[config.mk]
export PLATFORM = sky130hd
export DESIGN_NAME = uart_rx
export DESIGN_NICKNAME = d
export VERILOG_FILES = /design/src/rtl/uart_rx.sv
export SDC_FILE = /design/constraint.sdc
export NUM_CORES = 1
export LEC_CHECK = 0
export CORE_ASPECT_RATIO = 1.75
export CORE_UTILIZATION = 47
export DETAILED_ROUTE_END_ITERATION = 10
export PLACE_DENSITY_LB_ADDON = 0.15
export SETUP_SLACK_MARGIN = 0.2
export SLEW_MARGIN = 15
export SYNTH_ARGS = -nofsm -noshare
export SYNTH_HDL_FRONTEND = slang
export SYNTH_SLANG_ARGS = --single-unit
[constraint.sdc]
create_clock -name clk -period 1.8 [get_ports clk]
set_input_delay 0.36 -clock clk [delete_from_list [all_inputs] [get_ports clk]]
set_output_delay 0.36 -clock clk [all_outputs]
set_load 0.1 [all_outputs]
[src/rtl/uart_rx.sv]
// 8N1 serial receiver: mid-bit sampling of a synchronized rxd line, one-cycle
// valid/frame_err strobes, and break hold-off so a held-low line cannot retrigger.
//   state | meaning
//   IDLE  | line idle, waiting for rx_s low
//   START | timing to start-bit mid-point, rejecting glitches
//   DATA  | sampling 8 data bits, LSB first
//   STOP  | sampling stop bit; strobe valid or frame_err
//   BREAK | stop bit was low; wait for the line to return high
module uart_rx #(
  parameter int CLK_FREQ = 100000000,
  parameter int BAUD     = 9600
) (
  input  logic       clk,
  input  logic       reset,
  input  logic       rxd,
  output logic [7:0] data,
  output logic       valid,
  output logic       frame_err,
  output logic       busy
);

  localparam int CLKS_PER_BIT = CLK_FREQ / BAUD;
  localparam int HALF_BIT     = CLKS_PER_BIT / 2;
  localparam logic [13:0] CNT_BIT_END  = 14'(CLKS_PER_BIT - 1);
  localparam logic [13:0] CNT_HALF_END = 14'(HALF_BIT - 1);

  localparam logic [2:0] S_IDLE  = 3'd0;
  localparam logic [2:0] S_START = 3'd1;
  localparam logic [2:0] S_DATA  = 3'd2;
  localparam logic [2:0] S_STOP  = 3'd3;
  localparam logic [2:0] S_BREAK = 3'd4;

  logic [2:0]  state;
  logic        rx_meta;
  logic        rx_s;
  logic [13:0] clk_cnt;
  logic [2:0]  bit_cnt;
  logic [7:0]  shift_reg;

  always_ff @(posedge clk) begin
    if (reset) begin
      rx_meta <= 1'b1;
      rx_s    <= 1'b1;
    end else begin
      rx_meta <= rxd;
      rx_s    <= rx_meta;
    end
  end

  always_ff @(posedge clk) begin
    if (reset) begin
      state     <= S_IDLE;
      clk_cnt   <= '0;
      bit_cnt   <= '0;
      shift_reg <= '0;
      data      <= '0;
      valid     <= 1'b0;
      frame_err <= 1'b0;
    end else begin
      valid     <= 1'b0;
      frame_err <= 1'b0;
      case (state)
        S_IDLE: begin
          clk_cnt <= '0;
          if (!rx_s) state <= S_START;
        end
        S_START: begin
          if (clk_cnt == CNT_HALF_END) begin
            clk_cnt <= '0;
            bit_cnt <= '0;
            state   <= rx_s ? S_IDLE : S_DATA;
          end else begin
            clk_cnt <= clk_cnt + 14'd1;
          end
        end
        S_DATA: begin
          if (clk_cnt == CNT_BIT_END) begin
            clk_cnt   <= '0;
            shift_reg <= {rx_s, shift_reg[7:1]};
            if (bit_cnt == 3'd7) state <= S_STOP;
            else bit_cnt <= bit_cnt + 3'd1;
          end else begin
            clk_cnt <= clk_cnt + 14'd1;
          end
        end
        S_STOP: begin
          if (clk_cnt == CNT_BIT_END) begin
            clk_cnt <= '0;
            if (rx_s) begin
              data  <= shift_reg;
              valid <= 1'b1;
              state <= S_IDLE;
            end else begin
              frame_err <= 1'b1;
              state     <= S_BREAK;
            end
          end else begin
            clk_cnt <= clk_cnt + 14'd1;
          end
        end
        S_BREAK: begin
          clk_cnt <= '0;
          if (rx_s) state <= S_IDLE;
        end
        default: begin
          clk_cnt <= '0;
          state   <= S_IDLE;
        end
      endcase
    end
  end

  assign busy = (state != S_IDLE);

endmodule

==> reports/qor.csv, run 1 <==
metric;value;unit
filler cell count in the final layout;287;
internal power;1.26;mW
post-synth net total;211;
hold_buf cts;0;
f_max;0.503;GHz
Post-Synthesis Cell Area;0.00186;mm^2
syn avg cell area;9.05;um^2
Reg area;807;um^2
synth warn;0;
final wirelength;4640;um
core area;0.00370;mm^2
Port Buf Inserts;13;
slew margin rel.;0.698;
actual slew at the worst max-slew pin;0.452;ns
terminus of the critical flop-to-flop path;clk_cnt[13]$_SDFF_PP0_;
clock share of power;0.366;
clk slew on worst S/H paths;0.08;ns
post-DR vias/cell;5.71;
Comb power frac;0.094;
row count;29;
CTS root buf;clkbuf_8;
post-route ant nets;0;
setup slack at placement;-0.191;ns
DR pass1 iterations;4;
final setup margin;-0.187;ns
DRT iter0 DRCs;28;
max reg flops;14;
DRC viols;0;
max cap viols;0;
first-pass GRT wire length;7780;um
clk_skew;0.00751;ns
Starting Density;0.501;
hold depth;1;
Synth async-reset ratio;0;
Mapped Cells;205;
Final Hold Violating Endpoints;0;
final instance area;0.00257;mm^2
CP Class;reg2reg;
CTS sink cnt;40;
worst hold path class;reg2reg;
min-delay src;rx_meta$_SDFF_PP1_;
H-Tree Depth;2;
Hold Path End;rx_s$_SDFF_PP1_;
TritonCTS clock tree;yes;
Top Ports;14;
status;finished, violations left;
TritonCTS buffer count;5;
Pins Over Slew Limit;0;
share of power burned in registers;0.541;
largest net degree at the start of global routing;27;
GRT Overall Usage;0.243;
R2R Setup Slk;-0.19;ns
FF-to-FF path depth;5;
Pwr per Cell Area;645;mW/mm^2
final setup fails;19;
final setup TNS;-3.14;ns
Yosys reg bits;40;
CP arrival;2.16;ns
crit path time final;1.99;ns
chip width;49.5;um
clock network latency to the later pin of the worst-skew pair;0.29;ns
total grt overflow;0;
CP Capture Type;flop;
initial antenna violation count;0;
die height;85.1;um
n_diodes;0;
WP data required;1.97;ns
Netlist cell types;39;
multi-input logic area;0.00107;mm^2
NetSw;0.397;mW
Peak supply drop;0.684;mV
prevailing post-synth register cell;dfxtp_1;
Seq/Total Area, Yosys;0.432;
area growth from synthesis to layout;38.3;%
EDFF count, synth;0;
Tcrit/Tclk final;1.10;
DIE AREA;0.00421;mm^2
DP Area;0.00232;mm^2
Crit Path Max Fanout;14;
Wirelength per Cell;16.0;um
post-DP HPWL;3270;um
Sw Ratio;0.240;
via count;1656;
routability-driven placement congestion ratio;0.869;
# nets final;249;
CTS Buffer Depth;2;
worst r2r src;clk_cnt[11]$_SDFF_PP0_;
RSZ-0062 raised after global routing;true;
Leakage;0.902;nW
crit start category;flop;
share of cells above drive strength 1;0.381;
violated checks;setup timing;
vias in the first global route;1740;
==> through the flow <==
step / power [mW] / hold WS, ns / std cells / utilization
finish: 1.66 / 0.414 / 290 / 0.693
CTS: 1.67 / 0.415 / 287 / 0.678
floorplan: 1.01 / 0.389 / 205 / -
global placement: 1.05 / 0.394 / 274 / 0.627
global route: 1.72 / 0.432 / 290 / 0.693
detailed placement: 1.06 / 0.396 / 274 / 0.627
==> per-layer routing <==
metal	routed length [um]	GRT usage	part of all wire
met5	0	0	0
met4	68	0.119	0.015
met3	114	0.0484	0.025
met2	2740	0.457	0.59
met1	1720	0.248	0.37
==> cell type report <==
| class | count | area share |
|---|---|---|
| clock buffer | 6 | 0.0322 |
| clock inverter | 2 | 0.00390 |
| multi-input combinational | 148 | 0.416 |
| sequential | 40 | 0.314 |
| tap | 46 | 0.0224 |
| timing repair buffer | 48 | 0.211 |
==> synth_stat cells (4+ instances only) <==
master	number	area, um^2
nand2_1	11	41.3
a21oi_1	19	95.1
nand3_1	21	105
dfxtp_1	40	801
xor2_1	7	61.3
nor2_1	5	18.8
o21ai_0	17	85.1
nor3_1	13	65.1
buf_4	4	30.0
clkbuf_1	11	41.3
and4_1	4	35.0
==> worst max-delay path by stage <==
stage / from / end / slack, ns / cells after the start
after floorplan: clk_cnt[11]$_SDFF_PP0_ / bit_cnt[0]$_SDFFE_PP0P_ / -0.20 / 4
after global placement: clk_cnt[13]$_SDFF_PP0_ / bit_cnt[0]$_SDFFE_PP0P_ / -0.16 / 4
after detailed placement: clk_cnt[13]$_SDFF_PP0_ / bit_cnt[2]$_SDFFE_PP0P_ / -0.19 / 5
after CTS: clk_cnt[13]$_SDFF_PP0_ / clk_cnt[13]$_SDFF_PP0_ / -0.19 / 5
after global routing: clk_cnt[11]$_SDFF_PP0_ / bit_cnt[2]$_SDFFE_PP0P_ / -0.24 / 5
final: clk_cnt[11]$_SDFF_PP0_ / clk_cnt[13]$_SDFF_PP0_ / -0.19 / 5
==> cell families (layout without fill, tap and decap cells) <==
group	after synthesis	in the layout	share of synthesized area
buf+inv	17	56	0.0506
mux	4	4	0.0223
fa+ha+maj	3	3	0.0202
compound gates	42	42	0.140
flops	40	40	0.432
simple gates	89	89	0.289
xor+xnor	10	10	0.0472
==> power by group through the flow <==
stage               clock network, mW  registers, mW  logic (mW)
floorplan                           0          0.912      0.0972
global placement                    0          0.914       0.137
detailed placement                  0          0.915       0.141
CTS                             0.621          0.895       0.153
global route                    0.659          0.896       0.164
finish                          0.605          0.895       0.155
==> worst max-delay path, cell delays in order (launching register included) <==
cell,delay (ns)
dfxtp_2,0.32
or4b_1,0.51
or4_4,0.57
a22oi_4,0.23
buf_12,0.18
a211oi_1,0.05
==> layout by cell type, fill, tap and decap left out, types with 2 or more instances in the layout <==
cell             instances
a211oi_1                 3
a21oi_1                 18
and3_1                   3
and3b_1                  2
and4_1                   4
and4bb_2                 2
buf_12                  12
buf_4                   28
buf_6                    5
clkbuf_8                 6
clkdlybuf4s50_1          2
clkinv_2                 2
dfxtp_1                 35
dfxtp_2                  5
ha_1                     2
mux2i_1                  3
nand2_1                 11
nand2b_1                 3
nand3_1                 21
nand4_1                  3
nor2_1                   5
nor3_1                   5
nor3_2                   8
nor3b_1                  3
o21ai_1                  5
o21ai_2                 11
or2_2                    2
or3_1                    2
or3b_2                   2
or4_1                    2
or4b_1                   2
xnor2_1                  3
xor2_1                   7
==> repair_timing <==
action,in CTS,in global routing
endpoints found under the setup margin,36,37
pin swaps,5,5
gates cloned,1,0
resized for setup,34,9
buffers inserted,4,3
No activity file was read; power rests on OpenSTA's default activity.
==> run 2, diff against run 1 <==
- CORE_ASPECT_RATIO: 1.75 -> 1.4
==> run 2 against run 1 <==
Net effect: the run still ends with setup timing left; design area decreased by 1.3%; non-clock buffer count decreased by 4; register-to-register slack about the same; hold slack improved by 0.00089 ns; worst setup slack got worse by 0.0017 ns; clock power increased by 33%; sequential share of layout area increased by 0.47 points; critical path type unchanged; critical endpoint unchanged; largest power group unchanged; highest routed layer unchanged.
==> reports/qor.csv, run 2 (synthesis results as in run 1) <==
metric;value;unit
CTS sink cnt;40;
hold_buf cts;0;
violated checks;setup timing;
status;finished, violations left;
Leakage;0.891;nW
GRT Overall Usage;0.227;
CTS Buffer Depth;2;
post-DR vias/cell;5.75;
crit start category;flop;
actual slew at the worst max-slew pin;0.357;ns
core area;0.00371;mm^2
CP arrival;2.16;ns
via count;1621;
leading cell type in the layout, fill and taps excluded;dfxtp_1;
area growth from synthesis to layout;36.5;%
Pins Over Slew Limit;0;
H-Tree Depth;2;
setup slack at placement;-0.189;ns
f_max;0.503;GHz
final wirelength;4220;um
total grt overflow;0;
DRT iter0 DRCs;64;
DIE AREA;0.00421;mm^2
GRT met2 Usage;0.369;
NetSw;0.409;mW
Wirelength per Cell;14.9;um
n_diodes;0;
CP Capture Type;flop;
crit path time final;1.99;ns
TritonCTS buffer count;5;
M3 GR Usage;0.0479;
share of cells above drive strength 1;0.333;
internal power;1.44;mW
first-pass GRT wire length;7060;um
final setup TNS;-3.07;ns
initial antenna violation count;0;
vias in the first global route;1545;
DR pass1 iterations;4;
max cap viols;0;
# nets final;245;
Peak supply drop;0.531;mV
WP data required;1.97;ns
Port Buf Inserts;13;
Final Hold Violating Endpoints;0;
DP Area;0.00232;mm^2
Comb power frac;0.080;
chip width;55.1;um
Crit Path Max Fanout;14;
share of power burned in registers;0.484;
row count;26;
gr busiest metal;met2;
Top Ports;14;
TritonCTS clock tree;yes;
clock network latency to the later pin of the worst-skew pair;0.29;ns
Starting Density;0.500;
CP Class;reg2reg;
die height;76.3;um
Tcrit/Tclk final;1.10;
worst hold path class;reg2reg;
GR Util met1;0.275;
DRC viols;0;
post-route ant nets;0;
final setup fails;19;
RSZ-0062 raised after global routing;true;
max reg flops;14;
leading cell types in the layout, fill and taps excluded;dfxtp_1 (34), buf_4 (23), nand3_1 (21);
final instance area;0.00253;mm^2
clk slew on worst S/H paths;0.08;ns
clk_skew;0.00646;ns
Sw Ratio;0.221;
routability-driven placement congestion ratio;0.861;
worst hold slack;0.415;ns
CTS root buf;clkbuf_8;
slew margin rel.;0.761;
final setup margin;-0.188;ns
largest net degree at the start of global routing;27;
Pwr per Cell Area;730;mW/mm^2
post-DP HPWL;2930;um
filler cell count in the final layout;325;
clock share of power;0.436;
## run 2: cell count changes in the layout (fill, tap and decap cells not counted)
cell | before | now
o21ai_2 | 11 | 2
o21ai_1 | 5 | 12
buf_4 | 28 | 23
clkinv_2 | 2 | 0
o21ai_0 | 1 | 3
a21oi_1 | 18 | 19
a21oi_2 | 1 | 0
buf_6 | 5 | 6
bufinv_16 | 0 | 1
clkbuf_8 | 6 | 7
dfxtp_1 | 35 | 34
dfxtp_2 | 5 | 6
## run 2: final timing paths
| check | from | end | slack, ns | cells after the start |
|---|---|---|---|---|
| setup / recovery | clk_cnt[13]$_SDFF_PP0_ | clk_cnt[13]$_SDFF_PP0_ | -0.19 | 5 |
| hold / removal | rx_meta$_SDFF_PP1_ | rx_s$_SDFF_PP1_ | 0.42 | 1 |
| setup reg to reg | clk_cnt[13]$_SDFF_PP0_ | clk_cnt[13]$_SDFF_PP0_ | -0.19 | 5 |
| hold reg to reg | rx_meta$_SDFF_PP1_ | rx_s$_SDFF_PP1_ | 0.42 | 1 |
## run 2: worst max-delay path: stages, from the launching register on
cell and delay, ns:
dfxtp_1 0.31, or4b_1 0.52, or4_4 0.57, a22oi_4 0.23, buf_12 0.18, a211oi_1 0.06
## run 2: metal layers
layer,part of all wire,routed length (um)
met2,0.52,2200
met1,0.42,1750
met5,0,0
met4,0.025,104
met3,0.037,158
## run 2: cell type report
class,instances,area [um^2],area share
multi-input cells,148,1030,0.407
flip-flops and latches,40,808,0.319
repair buffers,44,515,0.204
clock buffers,7,96.3,0.0380
well taps,42,52.6,0.0208
clock inverters,1,30.0,0.0119
## run 2: power groups by stage
stage	logic, mW	registers, mW	clock network [mW]
after global placement	0.137	0.914	0
after floorplan	0.0972	0.912	0
after detailed placement	0.141	0.915	0
final	0.149	0.895	0.806
after CTS	0.148	0.895	0.815
after global routing	0.158	0.896	0.854
## run 2: what timing repair did
item | in CTS | in global routing
setup buffers | 2 | 0
endpoints found under the hold margin | 0 | 0
pin swaps | 2 | 3
resized for setup | 8 | 26
setup endpoints to repair | 36 | 36
gates cloned | 0 | 1
## run 2: stage by stage
| stage | utilization | power (mW) | cells |
|---|---|---|---|
| finish | 0.683 | 1.85 | 282 |
| detailed placement | 0.626 | 1.06 | 271 |
| global placement | 0.626 | 1.05 | 271 |
| floorplan | - | 1.01 | 205 |
| global route | 0.683 | 1.91 | 282 |
| CTS | 0.670 | 1.86 | 281 |
